===== src/rtl/uart_cmd_assembler.sv =====
// Packs UART receiver bytes (first byte = MS byte) into a BYTES-wide command with an inter-byte timeout.
// Optional trailing checksum byte when UART_CMD_CHECKSUM_EN is defined.
module uart_cmd_assembler #(
   parameter int BYTES   = 3,
   parameter int TIMEOUT = 50000
) (
   input  logic               clk,
   input  logic               rst,
   input  logic               rx_rdy,
   input  logic [7:0]         rx_data,
   output logic               clr_rx_rdy,
   output logic [8*BYTES-1:0] cmd_out,
   output logic               cmd_rdy,
   input  logic               clr_cmd_rdy,
   output logic               frame_err
);

`ifdef UART_CMD_CHECKSUM_EN
   localparam int FRAME = BYTES + 1;
`else
   localparam int FRAME = BYTES;
`endif
   localparam int CW = $clog2(BYTES + 2);
   localparam logic [CW-1:0] LAST    = CW'(FRAME - 1);
   localparam logic [19:0]   TO_LAST = 20'(TIMEOUT - 1);

   typedef enum logic [1:0] {IDLE, COLLECT, FULL} state_t;

   state_t             state, state_nxt;
   logic [CW-1:0]      count, count_nxt;
   logic [19:0]        timer, timer_nxt;
   logic [8*BYTES-1:0] shreg, shreg_nxt, shifted, cmd_nxt, frame_word;
   logic               cmd_rdy_nxt, clr_nxt, err_nxt;
   logic               take, final_byte, expire, frame_ok;

   // A byte is only taken when the previous acknowledge is not still in flight.
   assign take       = rx_rdy && !clr_rx_rdy && (state != FULL);
   assign final_byte = take && (state == COLLECT) && (count == LAST);
   assign expire     = (state == COLLECT) && !take && (timer == TO_LAST);
   assign shifted    = {shreg[8*BYTES-9:0], rx_data};

`ifdef UART_CMD_CHECKSUM_EN
   logic [7:0] sum, sum_nxt, sum_fin;
   assign sum_fin    = sum + rx_data;
   assign frame_ok   = (sum_fin == 8'h00);
   assign frame_word = shreg;
`else
   assign frame_ok   = 1'b1;
   assign frame_word = shifted;
`endif

   always_ff @(posedge clk or posedge rst) begin : state_reg
      if (rst) begin
         state      <= IDLE;
         count      <= '0;
         timer      <= '0;
         shreg      <= '0;
         cmd_out    <= '0;
         cmd_rdy    <= 1'b0;
         clr_rx_rdy <= 1'b0;
         frame_err  <= 1'b0;
      end else begin
         state      <= state_nxt;
         count      <= count_nxt;
         timer      <= timer_nxt;
         shreg      <= shreg_nxt;
         cmd_out    <= cmd_nxt;
         cmd_rdy    <= cmd_rdy_nxt;
         clr_rx_rdy <= clr_nxt;
         frame_err  <= err_nxt;
      end
   end

`ifdef UART_CMD_CHECKSUM_EN
   always_ff @(posedge clk or posedge rst) begin : sum_reg
      if (rst) sum <= 8'h00;
      else     sum <= sum_nxt;
   end
`endif

   always_comb begin : next_state
      state_nxt = state;
      case (state)
         IDLE:    if (take) state_nxt = COLLECT;
         COLLECT: begin
            if (final_byte)  state_nxt = frame_ok ? FULL : IDLE;
            else if (expire) state_nxt = IDLE;
         end
         FULL:    if (clr_cmd_rdy) state_nxt = IDLE;
         default: state_nxt = IDLE;
      endcase
   end

   always_comb begin : outputs
      count_nxt   = count;
      timer_nxt   = timer;
      shreg_nxt   = shreg;
      cmd_nxt     = cmd_out;
      cmd_rdy_nxt = cmd_rdy;
      clr_nxt     = take;
      err_nxt     = 1'b0;
`ifdef UART_CMD_CHECKSUM_EN
      sum_nxt     = sum;
`endif
      case (state)
         IDLE: begin
            timer_nxt = '0;
            if (take) begin
               shreg_nxt = {{(8*BYTES-8){1'b0}}, rx_data};
               count_nxt = CW'(1);
`ifdef UART_CMD_CHECKSUM_EN
               sum_nxt   = rx_data;
`endif
            end
         end
         COLLECT: begin
            timer_nxt = (timer == 20'hFFFFF) ? timer : timer + 20'd1;
            if (take) begin
               count_nxt = count + CW'(1);
               timer_nxt = '0;
               shreg_nxt = shifted;
`ifdef UART_CMD_CHECKSUM_EN
               sum_nxt   = sum_fin;
`endif
               if (final_byte) begin
                  if (frame_ok) begin
                     cmd_nxt     = frame_word;
                     cmd_rdy_nxt = 1'b1;
                  end else begin
                     count_nxt = '0;
                     shreg_nxt = '0;
                     err_nxt   = 1'b1;
                  end
               end
            end else if (expire) begin
               count_nxt = '0;
               shreg_nxt = '0;
               timer_nxt = '0;
               err_nxt   = 1'b1;
            end
         end
         FULL: begin
            timer_nxt = '0;
            if (clr_cmd_rdy) begin
               cmd_rdy_nxt = 1'b0;
               count_nxt   = '0;
            end
         end
         default: ;
      endcase
   end

endmodule


===== config.mk =====
export PLATFORM = sky130hd
export DESIGN_NAME = uart_cmd_assembler
export DESIGN_NICKNAME = d
export VERILOG_FILES = /design/src/rtl/uart_cmd_assembler.sv
export SDC_FILE = /design/constraint.sdc
export NUM_CORES = 1
export LEC_CHECK = 0
export ABC_AREA = 1
export BUFFER_PORTS_ARGS = -buffer_cell sky130_fd_sc_hd__buf_2
export CAP_MARGIN = 20
export CORE_UTILIZATION = 60
export CTS_CLUSTER_DIAMETER = 50
export DETAILED_ROUTE_END_ITERATION = 12
export PLACE_DENSITY = 0.9
export SLEW_MARGIN = 10
export SYNTH_ARGS = -nofsm -noshare
export SYNTH_HDL_FRONTEND = slang
export SYNTH_SLANG_ARGS = --single-unit
export TNS_END_PERCENT = 50

===== constraint.sdc =====
create_clock -name clk -period 6.3 [get_ports clk]
set_input_delay 1.26 -clock clk [delete_from_list [all_inputs] [get_ports clk]]
set_output_delay 1.26 -clock clk [all_outputs]
set_load 0.05 [all_outputs]

After elaboration in Yosys (flattened, before gate mapping)
Cells that the tools add are included.

word-level totals
  bits in latches = 0
  bits in read-only memories = 0
  register bits = 68
  memories kept = 0
  input bits = 12
  word-level logic and storage cells = 68
  output and inout bits = 27
  bits in writable memories = 0

operators by class
  div/mod/pow operators = 0
  bitwise gates (word level) = 0
  mux-type cells = 25
  magnitude comparators = 0
  add/sub/neg operators = 2
  $mul = 0
  eq/ne operators = 13
  reduce and logical (&&, ||, !) cells = 20
  shift-type cells = 0

operators with widths
  cell                                                    count
  2-to-1 mux 20 bit                                       3
  2-to-1 mux 16 bit                                       3
  one-hot mux 20 bit (2 select lines)                     1
  one-hot mux 16 bit (2 select lines)                     1
  adder 20 x 1 -> 20 bit (second input constant)          1
  equality test 20 x 16 -> 1 bit (second input constant)  1
  equality test 20 bit (second input constant)            1
  2-to-1 mux 3 bit                                        4
  != test 2 bit (second input constant)                   5
  one-hot mux 3 bit (3 select lines)                      1
  AND reduction 3 bit                                     3
  2-to-1 mux 2 bit                                        4
  AND reduction 4 bit                                     2
  logical AND 1 bit                                       6
  2-to-1 mux 1 bit                                        6
  != test 3 bit (second input constant)                   2
  one-hot mux 2 bit (3 select lines)                      1
  nonzero test 2 bit                                      3
  != test 4 bit (second input constant)                   1
  adder 3 x 1 -> 3 bit (second input constant)            1
  equality test 3 x 2 -> 1 bit (second input constant)    1
  nonzero test 3 bit                                      1
  equality test 2 x 1 -> 1 bit (second input constant)    1
  equality test 2 bit (second input constant)             1
  other kinds (5)                                         6

Depth between registers and ports, before layout
Gate-level depths: netlist of the first run.

  word-level depth = 9
  depth in mapped cells = 14
  gate-level depth less buffers = 13

Worst setup path before layout of the first run
Ideal clock, no wire load.

  path type = in2reg
  from = input port rx_rdy
  to = register timer[4]
  buffers on the path = 2
  arrival = 2.229 ns
  required time = 6.235 ns
  slack = 4.006 ns
  library setup time = 0.065 ns
  stages = 9
  cell sequence = nand3_1 buf_2 inv_1 nor2_1 nand2_4 nand2_4 buf_8 nand2_2 nand2_1

on the way
  word-level cells in the longest chain between the ends = 8
  elaborated cells on any way between the ends = 10
  classes of those cells = eq/ne: 1; mux: 3; reduce/logical: 6

ends and longest elaborated chain
  item                                 RTL line  source
  from (decl)                          9         input logic rx_rdy,
  logical AND 1 bit (*) (2 in a row)   37        assign take = rx_rdy && !clr_rx_rdy && (state != FULL);
  zero test 1 bit                      39        assign expire = (state == COLLECT) && !take && (timer == TO_LAST);
  logical AND 1 bit (2 in a row)       39
  2-to-1 mux 20 bit                    135       end else if (expire) begin
  2-to-1 mux 20 bit                    118       if (take) begin
  one-hot mux 20 bit (2 select lines)  105       case (state)
  to (signal assigned)                 65        timer <= timer_nxt;
  to (decl)                            31        logic [19:0] timer, timer_nxt;

Mark *: on every way between the ends. The rest lies on a longest branch, timed or not.
A chain may end at the register's enable or synchronous reset.

Worst setup path in the final report of the first run
  from = input port rx_rdy
  to = register cmd_rdy

on the way
  word-level cells in the longest chain between the ends = 6
  elaborated cells on any way between the ends = 7
  classes of those cells = eq/ne: 2; reduce/logical: 5

ends and longest elaborated chain
  item                                RTL line  source
  logical AND 1 bit (*) (2 in a row)  37
  logical AND 1 bit (2 in a row)      38        assign final_byte = take && (state == COLLECT) && (count == LAST);
  != test 2 bit (no line)             --
  AND reduction 4 bit (no line) (*)   --
  to (signal assigned)                68        cmd_rdy <= cmd_rdy_nxt;
  to (decl)                           13        output logic cmd_rdy,

Marks and branches as above.

==> results of run 1 <==
## placed cells by master (no fill, tap or decap), types with 4 or more instances in the layout
master    Yosys  routed
nand2_1     215     215
nand4_1       4       4
o211ai_1      9       9
inv_2         3       4
buf_2         6      38
nor2_1       56      56
inv_1        28      27
xnor2_1       4       4
ha_1          8       8
o21ai_0       4       4
nand2_2      14      14
dfrtp_1      68      68
nand3_1      28      28
clkbuf_8      0       9
## per-layer routing
| layer | vias to the layer above | global-route usage [%] |
|---|---|---|
| met5 | - | 0 |
| met4 | 0 | 12.2 |
| met3 | 20 | 7.13 |
| met2 | 140 | 44.5 |
| met1 | 1544 | 40.7 |
| li1 | 1558 | - |
## logic make-up after synthesis
group | Yosys count | synth area share (%)
AO/OA/AOI/OAI | 20 | 3.84
buffers and inverters | 46 | 5.65
adder cells (fa/ha/maj) | 8 | 2.79
flip-flops | 68 | 47.5
XOR/XNOR | 7 | 1.71
AND/OR/NAND/NOR | 330 | 38.6
## worst max-delay path, stage by stage
cell	delay (ps)
buf_2	80
nand3_1	380
nor2_2	530
nand2_2	460
inv_2	480
nor2_1	70
a41oi_1	170
## power groups by stage
| stage | clock network [uW] | registers (uW) | logic, uW |
|---|---|---|---|
| final | 406 | 621 | 465 |
| after global routing | 427 | 634 | 506 |
| after CTS | 409 | 619 | 464 |
| after detailed placement | 0 | 623 | 460 |
| after global placement | 0 | 621 | 443 |
| after floorplan | 0 | 764 | 201 |
## worst paths after layout
kind                                        from                 endpoint  cells after the start
setup / recovery                          rx_rdy      cmd_rdy$_DFFE_PP0P_                      7
hold / removal             shreg[10]$_DFFE_PP0P_  cmd_out[18]$_DFFE_PP0P_                      2
setup reg to reg            state[0]$_DFFE_PP0P_      cmd_rdy$_DFFE_PP0P_                      9
hold reg to reg            shreg[10]$_DFFE_PP0P_  cmd_out[18]$_DFFE_PP0P_                      2
max in group asynchronous                    rst     timer[7]$_DFFE_PP0P_                      3
min in group asynchronous                    rst     timer[2]$_DFFE_PP0P_                      3
## final cells by class
class	instances	area, um^2
inverters	32	120
flip-flops and latches	68	1700
repair buffers	39	198
fillers	419	1630
well taps	72	90.1
clock inverters	7	98.8
multi-input cells	365	1680
clock buffers	9	124
## metrics by stage
step	setup WS, ps	std cells	util [%]	area [um^2]	hold slack (ps)
6_report	3130	592	71.1	4010	472
5_1_grt	2980	592	71.1	4010	496
4_1_cts	3190	592	71.1	4010	478
3_5_place_dp	2840	576	67.2	3790	460
3_3_place_gp	3020	576	67.2	3790	456
2_1_floorplan	3330	479	-	3590	442
==> flow_summary.yaml, run 1 <==
outcome:
  status: "completed"
logic_synthesis:
  syn_inst: 479
  ys_warn_count: 0
  synth-seq-area-share_pct: 47.5
  netlist_top_cells_area: "dfrtp_1, nand2_1, nor2_1, nand3_1, inv_1"
  synth.largest_area_cell: "dfrtp_1"
  yosys.cell_types.count: 30
  synth.top_cell.area_share_pct: 47.5
  synth-edff-count: 0
  synth.avg_cell_area_um2: 7.49
  netlist_area_um2: 3590
  syn_nets: 499
  yosysMostFrequentCell: "nand2_1"
  ys_ff_latch: 68
  async_reset_ff_share_pct: 100
  ys.flop_type: "dfrtp_1"
  synthTopCellsByCount: "nand2_1, dfrtp_1, nor2_1"
timing:
  finalSetupTns_ps: 0
  slew_violations: 0
  maxSlewHeadroom_pct: 44.1
  max_freq_ghz: 0.316
  fin_crit_sh_pct: 50.3
  setup_viol: 0
  tightest_slew_ps: 839
  final_hold_viol_count: 0
  fin_skew_ps: 9.24
  rsz0062_at_grt: "false"
  period_needed_ps: 3170
pwr:
  p_leak_uw: 0.00215
  powerDensity_nw_per_um2: 372
  finalPower_uw: 1490
  switchingPower_uw: 613
  p_int_uw: 879
  clockPowerShare_pct: 27.2
  pwr-share-seq_pct: 41.7
  peakVddDrop_uv: 358
  swShare_pct: 41.1
  power_frac_comb_pct: 31.1
clock_network:
  postCtsHoldBufs: 0
  clk_latency_ps: 360
  clkSinkCount: 68
  cts-root-buf: "clkbuf_8"
  tritoncts: "yes"
  cts_made_buffers: 9
  cts_setup_buffers: 0
  clock_path_buffers: 2
  h-tree-depth: 3
  cts.clk_slew.worst_paths_ps: 70
  post_cts_resized: 0
cells_and_area:
  fin_nets: 535
  layout-drive-gt1-share_pct: 16.2
  antenna_cells: 0
  top_register: "cmd_out"
  area_growth_pct: 11.9
  largest_reg_flops: 24
  reg_top3: "cmd_out (24), timer (20), shreg (16)"
critical_path:
  arrival_ps: 3430
  critPathKind: "input port to register"
  start_kind: "input port"
  crit_path_end_kind: "register"
  rrSetupSlack_ps: 3240
  cp.required_ps: 6570
  crit_fanout: 28
route:
  wl_met1_um: 3730
  wl_um: 8370
  drt_iter0_drc: 344
  antenna_left: 0
  first_pass_iters: 5
  drc: 0
  vias_per_cell: 5.51
  routed.top_layer: "met4"
  wire_per_inst_um: 14.1
  vias: 3262
  route.met3.wl_um: 667
  dr_wl_met2_um: 3780
floorplanning:
  start_util_pct: 63.6
  die_h_um: 79.3
  io_pins: 39
  die_x_um: 79.3
  rows: 27
  core_um2: 5640
  dieArea_um2: 6290
job:
  cap_violations: 0
grt:
  grt_use_total_pct: 29.5
  grt_pass1_wl_um: 14000
  grt-ovfl-total: 0
  grt_max_degree: 69
  antenna_found_initial: 0
  grt_pass1_vias: 2996
place:
  gp_congestion: 0.900
  dp_hpwl_um: 5550
  portBuffers: 38
worst_hold_path:
  min_path_type: "register to register"
Power figures use the tool's default switching activity.
==> inputs of run 2 (changes only) <==
--- a/config.mk
+++ b/config.mk
@@ -8,10 +8,10 @@
 export ABC_AREA = 1
 export BUFFER_PORTS_ARGS = -buffer_cell sky130_fd_sc_hd__buf_2
 export CAP_MARGIN = 20
-export CORE_UTILIZATION = 60
+export CORE_UTILIZATION = 53
 export CTS_CLUSTER_DIAMETER = 50
 export DETAILED_ROUTE_END_ITERATION = 12
-export PLACE_DENSITY = 0.9
+export PLACE_DENSITY = 0.85
 export SLEW_MARGIN = 10
 export SYNTH_ARGS = -nofsm -noshare
 export SYNTH_HDL_FRONTEND = slang
==> constraint.sdc (replaced) <==
create_clock -name clk -period 2.7 [get_ports clk]
set_input_delay 0.54 -clock clk [delete_from_list [all_inputs] [get_ports clk]]
set_output_delay 0.54 -clock clk [all_outputs]
set_load 0.05 [all_outputs]
==> run 2 against run 1 <==
Compared with the run above:
- wire length shrank 7.7%
- global-route usage shrank 5.0 points
- critical path type is now register to register
- critical path depth grew 5
- highest routed layer unchanged
- sequential cell count is the same
- core utilization shrank 7.6 points
- the flow now finishes with violations (DRC)
- design area grew 1.6%
- setup slack lost 2700 ps
- clock skew is essentially flat
- combinational power grew 130%
- first-iteration DRC count shrank 32%
- via count shrank 4.2%
- largest cell class unchanged
==> flow_summary.yaml, run 2 (synthesized netlist as in run 1, its figures left out) <==
floorplanning:
  io_pins: 39
  start_util_pct: 55.8
  rows: 29
  dieArea_um2: 7100
  die_h_um: 84.3
  core_um2: 6420
  die_x_um: 84.3
timing:
  fin_skew_ps: 8.76
  period_needed_ps: 2260
  setup_viol: 0
  fin_crit_sh_pct: 83.6
  max_freq_ghz: 0.443
  rsz0062_at_grt: "false"
  slew_violations: 0
  timing.hold.ws_ps: 257
  finalSetupTns_ps: 0
  maxSlewHeadroom_pct: 53.9
  tightest_slew_ps: 689
  final_hold_viol_count: 0
critical_path:
  crit_path_end_kind: "register"
  critPathKind: "register to register"
  start_kind: "register"
  cp.required_ps: 2980
  arrival_ps: 2540
  crit_fanout: 13
worst_hold_path:
  min_path_type: "input port to asynchronous set/reset pin"
pwr:
  powerDensity_nw_per_um2: 867
  peakVddDrop_uv: 649
  p_leak_uw: 0.00218
grt:
  grt_max_degree: 69
  grt-ovfl-total: 0
  grt_use_total_pct: 24.5
  antenna_found_initial: 0
  grt_pass1_wl_um: 13800
  grt_pass1_vias: 3014
clock_network:
  postCtsHoldBufs: 0
  tritoncts: "yes"
  h-tree-depth: 3
  cts_setup_buffers: 0
  cts_made_buffers: 9
  clock_path_buffers: 2
  cts-root-buf: "clkbuf_8"
  post_cts_resized: 0
  cts.clk_slew.worst_paths_ps: 80
  clk_latency_ps: 350
  clkSinkCount: 68
route:
  wire_per_inst_um: 12.9
  wl_um: 7720
  antenna_left: 0
  first_pass_iters: 9
  vias_per_cell: 5.20
  drc: 6
  drt_iter0_drc: 233
  vias: 3125
outcome:
  failed_checks: "DRC"
  status: "finished with violations"
cells_and_area:
  area_growth_pct: 13.7
  reg_top3: "cmd_out (24), timer (20), shreg (16)"
  top_register: "cmd_out"
  fill_cells: 511
  multi_input_area_um2: 1680
  fin_nets: 539
  antenna_cells: 0
  layout_common_cells: "nand2_1, dfrtp_1, nor2_1"
  final_common_cell: "nand2_1"
  largest_reg_flops: 24
  layout-drive-gt1-share_pct: 16.6
  seq_area_um2: 1700
place:
  portBuffers: 38
  dp_hpwl_um: 5410
  gp_congestion: 0.942
job:
  cap_violations: 0
run 2: cell count changes in the layout (fill, tap and decap cells not counted):
cell,delta
clkbuf_1,+1
buf_4,+3
clkinv_4,-1
bufinv_16,+1
inv_6,-1
buf_12,+1
run 2: worst paths after layout:
check / cells after the start / startpoint / endpoint / slack, ps
hold / removal: 3 / rst / timer[18]$_DFFE_PP0P_ / 260
max in group asynchronous: 3 / rst / frame_err$_DFF_PP0_ / 2160
setup reg to reg: 12 / state[0]$_DFFE_PP0P_ / timer[9]$_DFFE_PP0P_ / 440
min in group clk: 3 / rx_data[3] / cmd_out[3]$_DFFE_PP0P_ / 400
setup / recovery: 12 / state[0]$_DFFE_PP0P_ / timer[9]$_DFFE_PP0P_ / 440
hold reg to reg: 2 / shreg[14]$_DFFE_PP0P_ / cmd_out[22]$_DFFE_PP0P_ / 470
run 2: layout make-up:
class,instances,share of cell area (%)
timing repair buffer,43,5.89
inverter,32,2.94
tap,77,2.36
sequential,68,41.7
multi-input combinational,365,41.2
clock buffer,10,3.13
clock inverter,6,2.73
run 2: power breakdown:
part,total [uW],leakage (uW),internal (uW),switching [uW]
Combinational,1080,0.00115,275,803
Sequential,1440,0.000911,1260,177
Clock,1020,0.000117,615,400
run 2: per-stage QoR:
step                      cells  worst slack (ps)  total power (uW)  util [%]  instance area, um^2
final                       601               443              3530      63.5                 4080
after global routing        601               181              3730      63.5                 4080
after CTS                   601               456              3550      63.5                 4080
after detailed placement    585               504              2530      59.8                 3840
after global placement      585               678              2500      59.8                 3840
after floorplan             479               448              2250         -                 3590
run 2: layer usage:
layer / vias up / wire, um / GRT usage [%]
li1: 1574 / - / -
met3: 20 / 519 / 6.39
met1: 1426 / 3510 / 33.1
met2: 105 / 3520 / 38.7
met5: - / 0 / 0
met4: 0 / 170 / 8.31
run 2: critical path, stage by stage, from the launching register on:
cell	delay, ps
dfrtp_1	440
inv_1	110
ha_1	210
inv_1	70
nand3_1	200
nand2_1	140
nor2_1	140
nand3_2	110
nand2_1	120
nor2_1	60
nor2_2	410
nand2_1	110
nand2_1	80
